`config.mk`:
```
export PLATFORM = sky130hd
export DESIGN_NAME = if_fetch_unit
export DESIGN_NICKNAME = d
export VERILOG_FILES = /design/src/rtl/if_fetch_unit.sv
export SDC_FILE = /design/constraint.sdc
export NUM_CORES = 1
export LEC_CHECK = 0
export BUFFER_PORTS_ARGS = -buffer_cell sky130_fd_sc_hd__buf_4
export CORE_ASPECT_RATIO = 1.2
export CORE_MARGIN = 2
export CORE_UTILIZATION = 45
export DETAILED_ROUTE_END_ITERATION = 12
export PLACE_DENSITY = 0.71
export SETUP_SLACK_MARGIN = 0.2
export SYNTH_ARGS = -nofsm -noshare
export SYNTH_HDL_FRONTEND = slang
export SYNTH_SLANG_ARGS = --single-unit
```
`constraint.sdc`:
```
create_clock -name clk -period 6.9 [get_ports clk]
set_clock_uncertainty 0.2 [all_clocks]
set_input_delay 1.38 -clock clk [delete_from_list [all_inputs] [get_ports clk]]
set_output_delay 1.38 -clock clk [all_outputs]
set_load 0.05 [all_outputs]
```
`src/rtl/if_fetch_unit.sv`:
```
// rtl/if_fetch_unit.sv - instruction fetch stage: PC generation, imem req/ack, {pc, inst} buffer
module if_fetch_unit #(
    parameter logic [31:0] RESET_PC  = 32'h0000_0000,
    parameter int          BUF_DEPTH = 2
) (
    input  logic        clk,
    input  logic        rst,
    input  logic        stall_i,
    input  logic        redirect_i,
    input  logic [31:0] redirect_pc_i,
    output logic        imem_req_o,
    output logic [31:0] imem_addr_o,
    input  logic        imem_ack_i,
    input  logic [31:0] imem_rdata_i,
    output logic        valid_o,
    output logic [31:0] pc_o,
    output logic [31:0] inst_o
);
    localparam int PW = (BUF_DEPTH > 1) ? $clog2(BUF_DEPTH) : 1;
    localparam int CW = PW + 1;

    typedef enum logic [1:0] {S_REQ, S_HOLD, S_DROP} state_t;

    state_t         state, state_nx;
    logic [31:0]    req_addr, req_addr_nx;
    logic [31:0]    next_pc, next_pc_nx;
    logic [31:0]    buf_pc   [BUF_DEPTH];
    logic [31:0]    buf_inst [BUF_DEPTH];
    logic [PW-1:0]  rd_ptr, wr_ptr;
    logic [CW-1:0]  count, count_nx;
    logic           ack_acc, push, pop;

    // Request is gated by reset so it drops immediately on async assertion.
    assign imem_req_o  = rst && (state != S_HOLD);
    assign imem_addr_o = req_addr;
    assign valid_o     = (count != '0);
    assign pc_o        = valid_o ? buf_pc[rd_ptr]   : 32'h0;
    assign inst_o      = valid_o ? buf_inst[rd_ptr] : 32'h0;

    assign ack_acc = imem_req_o & imem_ack_i;
    assign pop     = valid_o & ~stall_i;
    assign push    = (state == S_REQ) & ack_acc & ~redirect_i;

    always_comb begin
        state_nx    = state;
        req_addr_nx = req_addr;
        next_pc_nx  = next_pc;
        count_nx    = count + CW'(push) - CW'(pop);
        case (state)
            S_REQ: begin
                if (redirect_i) begin
                    if (ack_acc) begin
                        req_addr_nx = redirect_pc_i;
                    end else begin
                        next_pc_nx = redirect_pc_i;
                        state_nx   = S_DROP;
                    end
                end else if (push) begin
                    req_addr_nx = req_addr + 32'd4;
                    if (count_nx == CW'(BUF_DEPTH)) begin
                        state_nx = S_HOLD;
                    end
                end
            end
            S_HOLD: begin
                if (redirect_i) begin
                    req_addr_nx = redirect_pc_i;
                    state_nx    = S_REQ;
                end else if (pop) begin
                    state_nx = S_REQ;
                end
            end
            S_DROP: begin
                // The outstanding request must complete; its data is thrown away.
                if (redirect_i) begin
                    if (ack_acc) begin
                        req_addr_nx = redirect_pc_i;
                        state_nx    = S_REQ;
                    end else begin
                        next_pc_nx = redirect_pc_i;
                    end
                end else if (ack_acc) begin
                    req_addr_nx = next_pc;
                    state_nx    = S_REQ;
                end
            end
            default: state_nx = S_REQ;
        endcase
        if (redirect_i) begin
            count_nx = '0;
        end
    end

    always_ff @(posedge clk or negedge rst) begin
        if (!rst) begin
            state    <= S_REQ;
            req_addr <= RESET_PC;
            next_pc  <= RESET_PC;
            count    <= '0;
            rd_ptr   <= '0;
            wr_ptr   <= '0;
        end else begin
            state    <= state_nx;
            req_addr <= req_addr_nx;
            next_pc  <= next_pc_nx;
            count    <= count_nx;
            if (redirect_i) begin
                rd_ptr <= '0;
                wr_ptr <= '0;
            end else begin
                if (pop)  rd_ptr <= rd_ptr + PW'(1);
                if (push) wr_ptr <= wr_ptr + PW'(1);
            end
        end
    end

    always_ff @(posedge clk) begin
        if (push) begin
            buf_pc[wr_ptr]   <= req_addr;
            buf_inst[wr_ptr] <= imem_rdata_i;
        end
    end
endmodule
```
* After elaboration in Yosys (flattened, before gate mapping)
Memory sizes are Yosys's and may differ from the RTL's. Cells that the tools add are included.
Storage, ports and cells: register bits after elaboration 70, RAM bits 128, input bits 69, output and inout bits 98, memories kept 2
Memory list:
- buf_inst | words 2, bits a word 32, rd ports 1, clocked after memory_dff 0, write ports 1, RTL line 28 | logic [31:0] buf_inst [BUF_DEPTH];
- buf_pc | words 2, bits a word 32, rd ports 1, clocked after memory_dff 0, write ports 1, RTL line 27 | logic [31:0] buf_pc [BUF_DEPTH];
Operators by class: $add $sub $neg 5, equal/unequal tests 11, multiplexer cells 24, bitwise operators 7, reductions and logical operators 10
Operators with widths (count):
- $mux W32 | 8
- $pmux W32 S3 | 1
- $add A32 B3 Y32 const B | 1
- $mux W2 | 8
- $ne A3 B3 Y1 const B | 4
- $mux W1 | 6
- $pmux W2 S3 | 1
- $reduce_bool A2 Y1 | 3
- $reduce_and A5 Y1 | 1
- $and A1 B1 Y1 | 4
- $eq A2 B2 Y1 const B | 2
- $ne A2 B2 Y1 const B | 2
- $reduce_and A4 Y1 | 1
- $ne A3 B2 Y1 const B | 1
- $not A1 Y1 | 3
- $reduce_and A3 Y1 | 1
- $reduce_bool A3 Y1 | 1
- $add A1 B1 Y1 const B | 2
- $add A2 B1 Y2 | 1
- $eq A2 B1 Y1 const B | 1
- $logic_not A2 Y1 | 1
- $ne A2 B1 Y1 const B | 1
- $reduce_or A2 Y1 | 1
- $sub A2 B1 Y2 | 1
- $logic_and A1 B1 Y1 | 1

* Longest topological paths before layout
Gate-level depths: netlist of the first run.
depth after elaboration 12, depth in mapped cells 14, depth with buffers taken out 12

* Worst setup path before layout of the first run
No wires, ideal clock.
kind input port to flip-flop, from in imem_ack_i, to mem buf_inst[0][0], enable pin, setup time 487 ps, arrival 4873 ps, slack 1341 ps, cell stages on the path 5, buffers on the path 2, path through and3b_1 > clkbuf_1 > clkbuf_1 > nand3_1 > nor2_1
Between the ends: longest elaborated chain between the ends 5
RTL lines:
- start: declaration | RTL line 13 | input logic imem_ack_i,
- $and A1 B1 Y1 | RTL line 40 | assign ack_acc = imem_req_o & imem_ack_i;
- $and A1 B1 Y1 (2 in a row) | RTL line 42 | assign push = (state == S_REQ) & ack_acc & ~redirect_i;
- $mux W1 | RTL line 118 | if (push) begin
- $mux W1 (implied by the code) | RTL line 120 | buf_inst[wr_ptr] <= imem_rdata_i;
- end: declaration | RTL line 28
No other way between the ends.

* Worst setup path after layout of the first run
from in rst, to out imem_req_o
Between the ends: longest elaborated chain between the ends 1
RTL lines:
- start: declaration | RTL line 7 | input logic rst,
- $logic_and A1 B1 Y1 | RTL line 34 | assign imem_req_o = rst && (state != S_HOLD);
- end: declaration | RTL line 11 | output logic imem_req_o,
No other way between the ends.

==> results by group, run 1 <==
Cells and area
  • Design Area, Final: 0.01160 sq mm
  • P&R area growth vs syn: 21.37%
  • Antenna Cells: 0
  • Nets@finish: 1051
  • Layout cells sized above 1: 0.2530
  • Non-filler cells, final: 1258

Routing
  • Post-Route WL: 23550 um
  • Vias: 7258
  • Routed vias/inst: 5.769
  • Per-cell routed wire length: 18.72 um
  • Detailed Routing Iterations Pass 1: 5
  • 1st-iter DRT viols: 667
  • DR DRC count: 0
  • ANT nets after route: 0

Placement
  • Area post-placement: 0.01102 sq mm
  • Placed instance count: 1226
  • I/O Buffers: 166
  • Post-detail-place hpwl: 16140 um
  • GP Congestion: 0.9300

Power and ir drop
  • Pwr per Cell Area: 509.7 mW/mm^2
  • Peak supply drop: 0.0002363 V
  • Cell leakage power: 4.423 nW
  • Total power: 5.915 mW

Timing
  • Final hold vios: 0
  • Achievable frequency: 0.2309 GHz
  • TNS Setup: 0 ps
  • RSZ-0062 raised after global routing: no
  • Rel. slew slack: 0.2327
  • Final setup viols: 0
  • Tmin final: 4331 ps
  • Worst Max-Slew Pin Slew: 1147 ps
  • Fin crit share: 0.6277
  • Final hold slack: 300.4 ps
  • Final Max Tran Viols: 0

Floorplan
  • Core footprint: 0.02090 sq mm
  • Starting density of the core: 0.4574
  • Die height: 163.7 um
  • Die Wd: 137.1 um
  • Die area: 0.02243 sq mm
  • Placement Rows: 58
  • Number of I/O pins: 167

Synthesis
  • Top_reg_cell synth: edfxtp_1
  • Synth Warn #: 0
  • Asr flop ratio synth: 0.3535
  • Mapped Area: 0.009560 sq mm
  • Post-synth EDFFs: 128
  • Syn Nets: 914
  • Mean post-synth cell area: 11.41 sq um
  • Synth unique cells: 63
  • Post-Syn Instances: 838
  • Synth Register Bits: 198
  • Sequential share of the synthesized area: 0.5853

Min path
  • WHS Path Cells: 1
  • Hold path endpoint: next_pc[7]
  • Worst hold start: next_pc[7]
  • Worst Hold Class: reg -> reg

Setup path
  • Reg2Reg Capture Point: buf_inst[0][6]
  • Required @ worst endpoint: 5320 ps
  • Biggest cell delay along the critical path: 490 ps
  • Critical path class: in -> out
  • Critical Path Fanout Max: 44
  • Slowest-stage cell, CP: buf_4
  • Critical-path cell list: buf_4, buf_4, nor2b_1, buf_4
  • Critical Path Most Common Cell: buf_4
  • Reg2Reg Depth: 8
  • Arr. time, crit path: 2750 ps
  • Worst setup EP type: primary output
  • Reg2reg setup slack: 3180 ps
  • R2R Path Start: state[1]
  • Critical Path Source Type: input pin

Global route
  • Total track usage: 0.2109
  • Largest net degree at the start of global routing: 77
  • First-pass GRT wire length: 36690 um
  • Vias in the first global route: 6856
  • Initial antenna violation count: 0
  • Total gr overflow: 0

Clock tree
  • CTS tree: done
  • Clock latency on the worst-skew pair: 430 ps
  • H-tree depth: 4
  • CTS clk-pin slew, worst paths: 70 ps
  • Hold Buf Count CTS: 0
  • CTS Buf Count: 17
  • Root Buffer: clkbuf_16
  • CTS max path bufs: 2
  • PostCTS Resize Cnt: 0
  • Setup Fix Bufs, Post-CTS: 0
  • Clock Sinks: 198

Flow run
  • Maxcap violations: 0

Status
  • Status: completed
worst max-delay path: cells and delay by family:
family	cells	cell delay (ps)
AND/OR/NAND/NOR	1	190
buffers and inverters	3	1130
flip-flops by register name, indices dropped and copies added, names as in the netlist:
register	flops
wr_ptr	1
next_pc	32
rd_ptr	1
imem_addr_o	32
count	2
state	2
buf_pc	64
buf_inst	64
Yosys cell counts, types with 7 or more instances:
cell,instances,area share
buf_1,12,0.0047
mux2_2,32,0.038
nor3_1,13,0.0068
clkbuf_1,41,0.016
inv_1,12,0.0047
nand2_1,60,0.024
a31oi_1,9,0.0059
o21ai_0,51,0.027
ha_1,7,0.0092
and3_1,10,0.0065
edfxtp_1,128,0.40
a21oi_1,59,0.031
a211oi_1,8,0.0063
mux2i_1,68,0.071
nor2_1,98,0.038
xnor2_1,8,0.0073
nand3_1,19,0.0099
a21o_1,8,0.0063
o22ai_1,9,0.0059
dfrtp_1,70,0.18
nand4_1,9,0.0059
where the power goes:
| part | switching [mW] | internal, mW |
|---|---|---|
| Sequential | 0.410 | 1.57 |
| Combinational | 1.98 | 0.987 |
| Clock | 0.477 | 0.487 |
| Total | 2.87 | 3.05 |
kinds of logic (layout without fill, tap and decap cells):
logic type,after synthesis,count (layout),synth area share
DFF,198,198,0.5853
and+or+nand+nor,241,241,0.1166
buffers and inverters,71,221,0.02866
xor gates and xnor gates,14,14,0.01427
AOI/OAI and AO/OA,207,207,0.1372
adders and majority gates,7,7,0.009161
muxes,100,100,0.1089
cells in the final DEF, fill, tap and decap left out, types with 4 or more instances in the layout:
master / count
mux2_2: 32
a2bb2oi_1: 4
nor2_1: 95
a211oi_1: 8
nand2_1: 60
o22ai_1: 9
a22oi_1: 5
a21o_1: 8
nand4_1: 9
a32oi_1: 5
nor2b_1: 5
o31ai_1: 5
a31oi_1: 9
a221o_1: 4
o21ai_0: 51
nand3_1: 19
and3_1: 10
buf_4: 177
a221oi_1: 5
inv_6: 4
o211ai_1: 6
inv_8: 6
edfxtp_1: 128
mux2i_1: 68
xor2_1: 5
dfrtp_1: 69
a21oi_1: 59
o21a_1: 6
ha_1: 7
inv_1: 12
xnor2_1: 8
nor3_1: 13
clkbuf_16: 17
worst max path at each step:
stage                from              to  slack [ps]  cells after the start
2_1_floorplan  imem_ack_i  buf_inst[0][0]        1340                      5
3_3_place_gp          rst   buf_pc[0][25]        2350                      6
3_5_place_dp          rst   buf_pc[0][25]        2280                      6
4_1_cts               rst      imem_req_o        2530                      4
5_1_grt               rst      imem_req_o        2410                      4
6_report              rst      imem_req_o        2570                      4
layer usage:
layer,track usage,vias to the layer above,share of wire
li1,-,3410,-
met1,0.2872,3520,0.43
met2,0.3440,284,0.50
met3,0.03352,44,0.056
met4,0.07123,0,0.023
met5,0,-,0
final cells by class:
type,count,area [sq um]
Clock buffer,18,429.2
Clock inverter,14,150.1
Fill cell,1824,9296
Inverter,12,45.04
Multi-Input combinational cell,569,3714
Sequential cell,198,5599
Tap cell,270,337.8
Timing Repair Buffer,177,1329
per-stage QoR:
| step | util | setup slack, ps |
|---|---|---|
| global route | 0.5552 | 2406 |
| global placement | 0.5275 | 2351 |
| finish | 0.5552 | 2569 |
| floorplan | - | 1341 |
| CTS | 0.5552 | 2532 |
| detailed placement | 0.5275 | 2280 |
(Power assumes the default switching activity.)
==> inputs of run 2 (changes only) <==
ABC_AREA = 1   (was not set)
PLACE_DENSITY = 0.73   (was 0.71)
clock period = 3.9 ns   (was 6.9 ns; I/O delays follow)
==> results by group, run 2 <==
Placement
  • I/O Buffers: 166 (unchanged)
  • Post-Place Setup Slack: 806.7 ps (-1473 ps)
  • Post-detail-place hpwl: 17730 um (+9.8%)
  • Placed instance count: 1617 (+32%)
  • GP Congestion: 0.8873 (-4.6%)

Cells and area
  • Layout cells sized above 1: 0.1926 (-0.06048)
  • Commonest non-fill, non-tap cell in the layout: nand2_1
  • Non-filler cells, final: 1650 (+31%)
  • Largest regs: buf_inst (64), buf_pc (64)
  • Most frequent cells in the layout: nand2_1, buf_4, edfxtp_1
  • Antenna Cells: 0 (unchanged)
  • Nets@finish: 1434 (+36%)
  • P&R area growth vs syn: 20.28%

Routing
  • DR DRC count: 0 (unchanged)
  • ANT nets after route: 0 (unchanged)
  • Detailed Routing Iterations Pass 1: 5 (unchanged)
  • Post-Route WL: 27510 um (+17%)
  • Vias: 8887 (+22%)
  • Per-cell routed wire length: 16.67 um (-11%)
  • 1st-iter DRT viols: 816 (+22%)
  • Routed vias/inst: 5.386 (-6.6%)

Power and ir drop
  • Peak supply drop: 0.0003365 V (+42%)
  • Pwr per Cell Area: 837.8 mW/mm^2 (+64%)
  • Total power: 10.31 mW (+74%)
  • Cell leakage power: 5.494 nW (+24%)

Setup path
  • Critical-path cell list: dlygate4sd3_1, buf_4, inv_1, nor2_2, buf_4, buf_4
  • Critical Path Most Common Cell: buf_4
  • Slowest-stage cell, CP: dlygate4sd3_1
  • Critical path class: in -> out
  • Required @ worst endpoint: 2920 ps (-2400 ps)
  • Arr. time, crit path: 2340 ps (-410 ps)
  • Biggest cell delay along the critical path: 520 ps (+30 ps)
  • Critical Path Fanout Max: 22 (-50%)
  • Critical Path Source Type: input pin
  • Worst setup EP type: primary output

Min path
  • Worst Hold Class: reg -> reg

Timing
  • Worst Max-Slew Pin Slew: 877.9 ps (-268.8 ps)
  • Final Max Tran Viols: 0 (unchanged)
  • Tmin final: 3324 ps
  • TNS Setup: 0 ps (unchanged)
  • Setup WS post-layout: 576.3 ps (-1992 ps)
  • Fin crit share: 0.8522
  • Achievable frequency: 0.3009 GHz
  • Rel. slew slack: 0.4139 (+0.1812)
  • Final setup viols: 0 (unchanged)
  • Final hold vios: 0 (unchanged)
  • Final hold slack: 291.2 ps (-9.248 ps)
  • RSZ-0062 raised after global routing: no

Synthesis
  • Most common cell in the netlist: nand2_1
  • Sequential share of the synthesized area: 0.5470 (-0.03830)
  • Synth Register Bits: 198 (unchanged)
  • Syn Nets: 1298 (+42%)
  • Top_reg_cell synth: edfxtp_1
  • Post-synth EDFFs: 128 (unchanged)
  • Mean post-synth cell area: 8.371 sq um (-27%)
  • Post-synth top area cell: edfxtp_1
  • Synth Warn #: 0 (unchanged)
  • Top cells by count, synth: nand2_1, edfxtp_1, a21oi_1
  • Mapped Area: 0.01023 sq mm (+7.0%)
  • Top post-synthesis cells by area: edfxtp_1, nand2_1, dfrtp_1
  • Asr flop ratio synth: 0.3535 (unchanged)
  • Synth unique cells: 33 (-48%)
  • Post-Syn Instances: 1222 (+46%)
  • Top cell type's share of synthesized area: 0.3757 (-0.02631)

Global route
  • Vias in the first global route: 8343 (+22%)
  • Total gr overflow: 0 (unchanged)
  • Total track usage: 0.2274 (+0.01644)
  • First-pass GRT wire length: 42840 um (+17%)
  • Initial antenna violation count: 0 (unchanged)
  • Largest net degree at the start of global routing: 66 (-14%)

Clock tree
  • Setup Fix Bufs, Post-CTS: 0 (unchanged)
  • CTS clk-pin slew, worst paths: 80 ps (about the same)
  • H-tree depth: 4 (unchanged)
  • CTS Buf Count: 17 (unchanged)
  • CTS max path bufs: 2 (unchanged)
  • Root Buffer: clkbuf_16
  • Clock Sinks: 198 (unchanged)
  • CTS tree: done
  • Clock latency on the worst-skew pair: 440 ps (about the same)

Floorplan
  • Die height: 169.2 um (+3.4%)
  • Die area: 0.02396 sq mm (+6.8%)
  • Die Wd: 141.6 um (+3.3%)
  • Placement Rows: 60 (+3.4%)
  • Starting density of the core: 0.4573 (about the same)
  • Core footprint: 0.02237 sq mm (+7.0%)
  • Number of I/O pins: 167 (unchanged)

Status
  • Status: completed

Flow run
  • Maxcap violations: 0 (unchanged)
## run 2: changes by cell type after synthesis, sizes merged, moves of 18 or more
cell	previous run	this run
nand3	22	113
nand2	60	492
a21oi	59	121
buf	18	36
mux2	32	8
nor2	98	53
mux2i	68	0
inv	12	81
## run 2: path summary, 6_finish.rpt
path | from | end | slack, ps | depth (start not counted)
min | next_pc[19] | next_pc[19] | 290 | 2
max in group asynchronous | rst | imem_addr_o[30] | 2090 | 3
min in group asynchronous | rst | next_pc[8] | 550 | 2
max reg2reg | state[1] | state[1] | 990 | 15
max | rst | imem_req_o | 580 | 6
min reg2reg | next_pc[19] | next_pc[19] | 290 | 2
## run 2: worst max-delay path: cells and delay by family
| family | cells | cell delay, ps |
|---|---|---|
| simple gates | 1 | 100 |
| buf+inv | 5 | 1430 |
## run 2: what timing repair did
| item | 4_1_cts | 5_1_grt |
|---|---|---|
| gates resized for setup | 0 | 0 |
| hold buffers | 1 | 0 |
| endpoints found under the hold margin | 3 | 0 |
## run 2: cell type report
class | instances | area [sq um]
fillers | 2022 | 10070
flip-flops and latches | 198 | 5597
multi-input cells | 873 | 3996
repair buffers | 187 | 1419
clock buffers | 17 | 425.4
well taps | 279 | 349.1
inverters | 81 | 306.5
clock inverters | 15 | 211.5
## run 2: kinds of logic after synthesis
family | share of synthesized area
AOI/OAI and AO/OA | 0.1012
xor gates and xnor gates | 0.002569
adders and majority gates | 0.008561
buffers and inverters | 0.06544
DFF | 0.5470
muxes | 0.008807
and+or+nand+nor | 0.2665
## run 2: power by group
group          total (mW)  internal [mW]  switching, mW  leakage [nW]
clock                1.89           1.04          0.849         0.308
combinational        5.09           1.53           3.56          3.16
sequential           3.33           2.79          0.544          2.03
## run 2: metrics by stage
| stage | utilization | area [sq um] |
|---|---|---|
| detailed placement | 0.5211 | 11660 |
| CTS | 0.5500 | 12300 |
| floorplan | - | 10230 |
| finish | 0.5500 | 12300 |
| global route | 0.5500 | 12300 |
| global placement | 0.5211 | 11660 |
## run 2: layer usage
metal / global-route usage / vias to the layer above / wire, um
met1: 0.2979 / 4179 / 11900
met4: 0.09000 / 0 / 889
li1: - / 4304 / -
met3: 0.04035 / 60 / 1724
met5: 0 / - / 0
met2: 0.3765 / 344 / 13000
==> inputs of run 3 (changes only) <==
clock period = 3 ns   (was 3.9 ns; I/O delays follow)
==> results by group, run 3 (synthesis gave the netlist of run 2 again) <==
Status
  • Status: completed

Cells and area
  • Post-Route Utilization: 0.5543 (+0.004251)
  • Fill cell count: 2042 (+0.99%)
  • Nets@finish: 1436 (+0.14%)
  • Most frequent cells in the layout: nand2_1, buf_4, edfxtp_1
  • Largest regs: buf_inst (64), buf_pc (64)
  • Layout cells sized above 1: 0.2003 (+0.007731)
  • Area of the multi-input gates: 0.004046 sq mm (+1.3%)
  • Commonest non-fill, non-tap cell in the layout: nand2_1
  • Antenna Cells: 0 (unchanged)
  • Register area: 0.005598 sq mm (about the same)
  • P&R area growth vs syn: 21.21%

Power and ir drop
  • Peak supply drop: 0.0004619 V (+37%)
  • Pwr per Cell Area: 1086 mW/mm^2 (+30%)
  • Total power: 13.47 mW (+31%)
  • Cell leakage power: 5.517 nW (+0.41%)

Setup path
  • Slowest-stage cell, CP: dfrtp_1
  • Arr. time, crit path: 1870 ps (-470 ps)
  • Required @ worst endpoint: 2200 ps (-720 ps)
  • Critical-path cell list: nor2_4, buf_6, a21oi_1, buf_4
  • Biggest cell delay along the critical path: 440 ps (-80 ps)
  • Worst setup EP type: primary output
  • Critical Path Fanout Max: 65 (+200%)
  • Critical path class: reg -> out
  • Critical Path Source Type: flop

Timing
  • Achievable frequency: 0.3747 GHz
  • Rel. slew slack: 0.3615 (-0.05233)
  • Final hold vios: 0 (unchanged)
  • Final hold slack: 141.1 ps (-150.1 ps)
  • Fin crit share: 0.8895
  • TNS Setup: 0 ps (unchanged)
  • Worst Max-Slew Pin Slew: 957.7 ps (+79.78 ps)
  • RSZ-0062 raised after global routing: no
  • Final Max Tran Viols: 0 (unchanged)
  • Tmin final: 2668 ps
  • Final setup viols: 0 (unchanged)
  • Setup WS post-layout: 331.5 ps (-244.7 ps)

Clock tree
  • Clock latency on the worst-skew pair: 430 ps (about the same)
  • CTS clk-pin slew, worst paths: 80 ps (about the same)
  • Root Buffer: clkbuf_16
  • CTS max path bufs: 2 (unchanged)
  • Setup Fix Bufs, Post-CTS: 0 (unchanged)
  • Clock Sinks: 198 (unchanged)
  • H-tree depth: 4 (unchanged)
  • CTS Buf Count: 17 (unchanged)
  • CTS tree: done

Routing
  • ANT nets after route: 0 (unchanged)
  • Detailed Routing Iterations Pass 1: 6 (+1)
  • DR DRC count: 0 (unchanged)
  • Routed vias/inst: 5.369 (-0.32%)
  • Per-cell routed wire length: 16.62 um (-0.30%)
  • Vias: 8869 (-0.20%)
  • Post-Route WL: 27460 um (-0.18%)
  • 1st-iter DRT viols: 878 (+7.6%)

Min path
  • Worst Hold Class: in -> reg

Floorplan
  • Placement Rows: 60 (unchanged)
  • Starting density of the core: 0.4573 (unchanged)
  • Die height: 169.2 um (unchanged)
  • Die Wd: 141.6 um (unchanged)
  • Number of I/O pins: 167 (unchanged)
  • Core footprint: 0.02237 sq mm (unchanged)
  • Die area: 0.02396 sq mm (unchanged)

Global route
  • Initial antenna violation count: 0 (unchanged)
  • First-pass GRT wire length: 43460 um (+1.4%)
  • Total track usage: 0.2299 (+0.002569)
  • Vias in the first global route: 8392 (+0.59%)
  • Largest net degree at the start of global routing: 71 (+7.6%)
  • Total gr overflow: 0 (unchanged)

Flow run
  • Maxcap violations: 0 (unchanged)

Placement
  • GP Congestion: 0.8810 (-0.71%)
  • I/O Buffers: 166 (unchanged)
  • Post-Place Setup Slack: 330.7 ps (-476.0 ps)
  • Post-detail-place hpwl: 17690 um (-0.23%)
[run 3: cell count changes in the layout (fill, tap and decap cells not counted), sizes merged]
cell         previous run  this run
buf                   186       189
bufinv                  3         1
clkinv                  4         5
clkinvlp                1         0
dlygate4sd3             1         0
inv                    88        90
[run 3: per-layer routing]
metal	wire length, um	vias to the layer above	global-route usage	share of wire
li1	-	4313	-	-
met1	11720	4144	0.3041	0.43
met2	13380	356	0.3822	0.49
met3	1676	56	0.04091	0.061
met4	686	0	0.08130	0.025
met5	0	-	0	0
[run 3: critical path, delay by kind of cell (launching register included)]
| family | cells | cell delay, ps |
|---|---|---|
| AOI/OAI and AO/OA | 1 | 150 |
| buffers and inverters | 2 | 670 |
| DFF | 1 | 440 |
| and+or+nand+nor | 1 | 140 |
[run 3: repair_timing]
action	in CTS	in global routing
setup endpoints to repair	12	8
resized for setup	1	4
hold buffers	0	0
[run 3: stage by stage]
step / area, sq um / cells
final: 12400 / 1652
after global routing: 12400 / 1652
after CTS: 12380 / 1652
after detailed placement: 11760 / 1620
after global placement: 11760 / 1620
after floorplan: 10300 / 1222
[run 3: report_power, final]
part	switching, mW	internal, mW	total, mW
Clock	1.15	1.22	2.37
Sequential	0.699	3.62	4.32
Combinational	4.68	2.09	6.77
Total	6.53	6.93	13.5
[run 3: path summary, 6_finish.rpt]
| path | startpoint | endpoint | slack (ps) | depth (start not counted) |
|---|---|---|---|---|
| setup / recovery | count[1] | pc_o[21] | 330 | 4 |
| hold / removal | imem_rdata_i[4] | buf_inst[1][4] | 140 | 1 |
| setup reg to reg | state[0] | imem_addr_o[19] | 390 | 10 |
| hold reg to reg | next_pc[19] | next_pc[19] | 290 | 2 |
| max in group asynchronous | rst | rd_ptr | 1670 | 2 |
| min in group asynchronous | rst | next_pc[3] | 250 | 2 |
[run 3: layout make-up]
| class | instances | share of cell area |
|---|---|---|
| clock buffer | 17 | 0.03431 |
| tap | 279 | 0.02815 |
| clock inverter | 15 | 0.01574 |
| inverter | 81 | 0.02492 |
| timing repair buffer | 189 | 0.1191 |
| multi-input combinational | 873 | 0.3263 |
| sequential | 198 | 0.4515 |
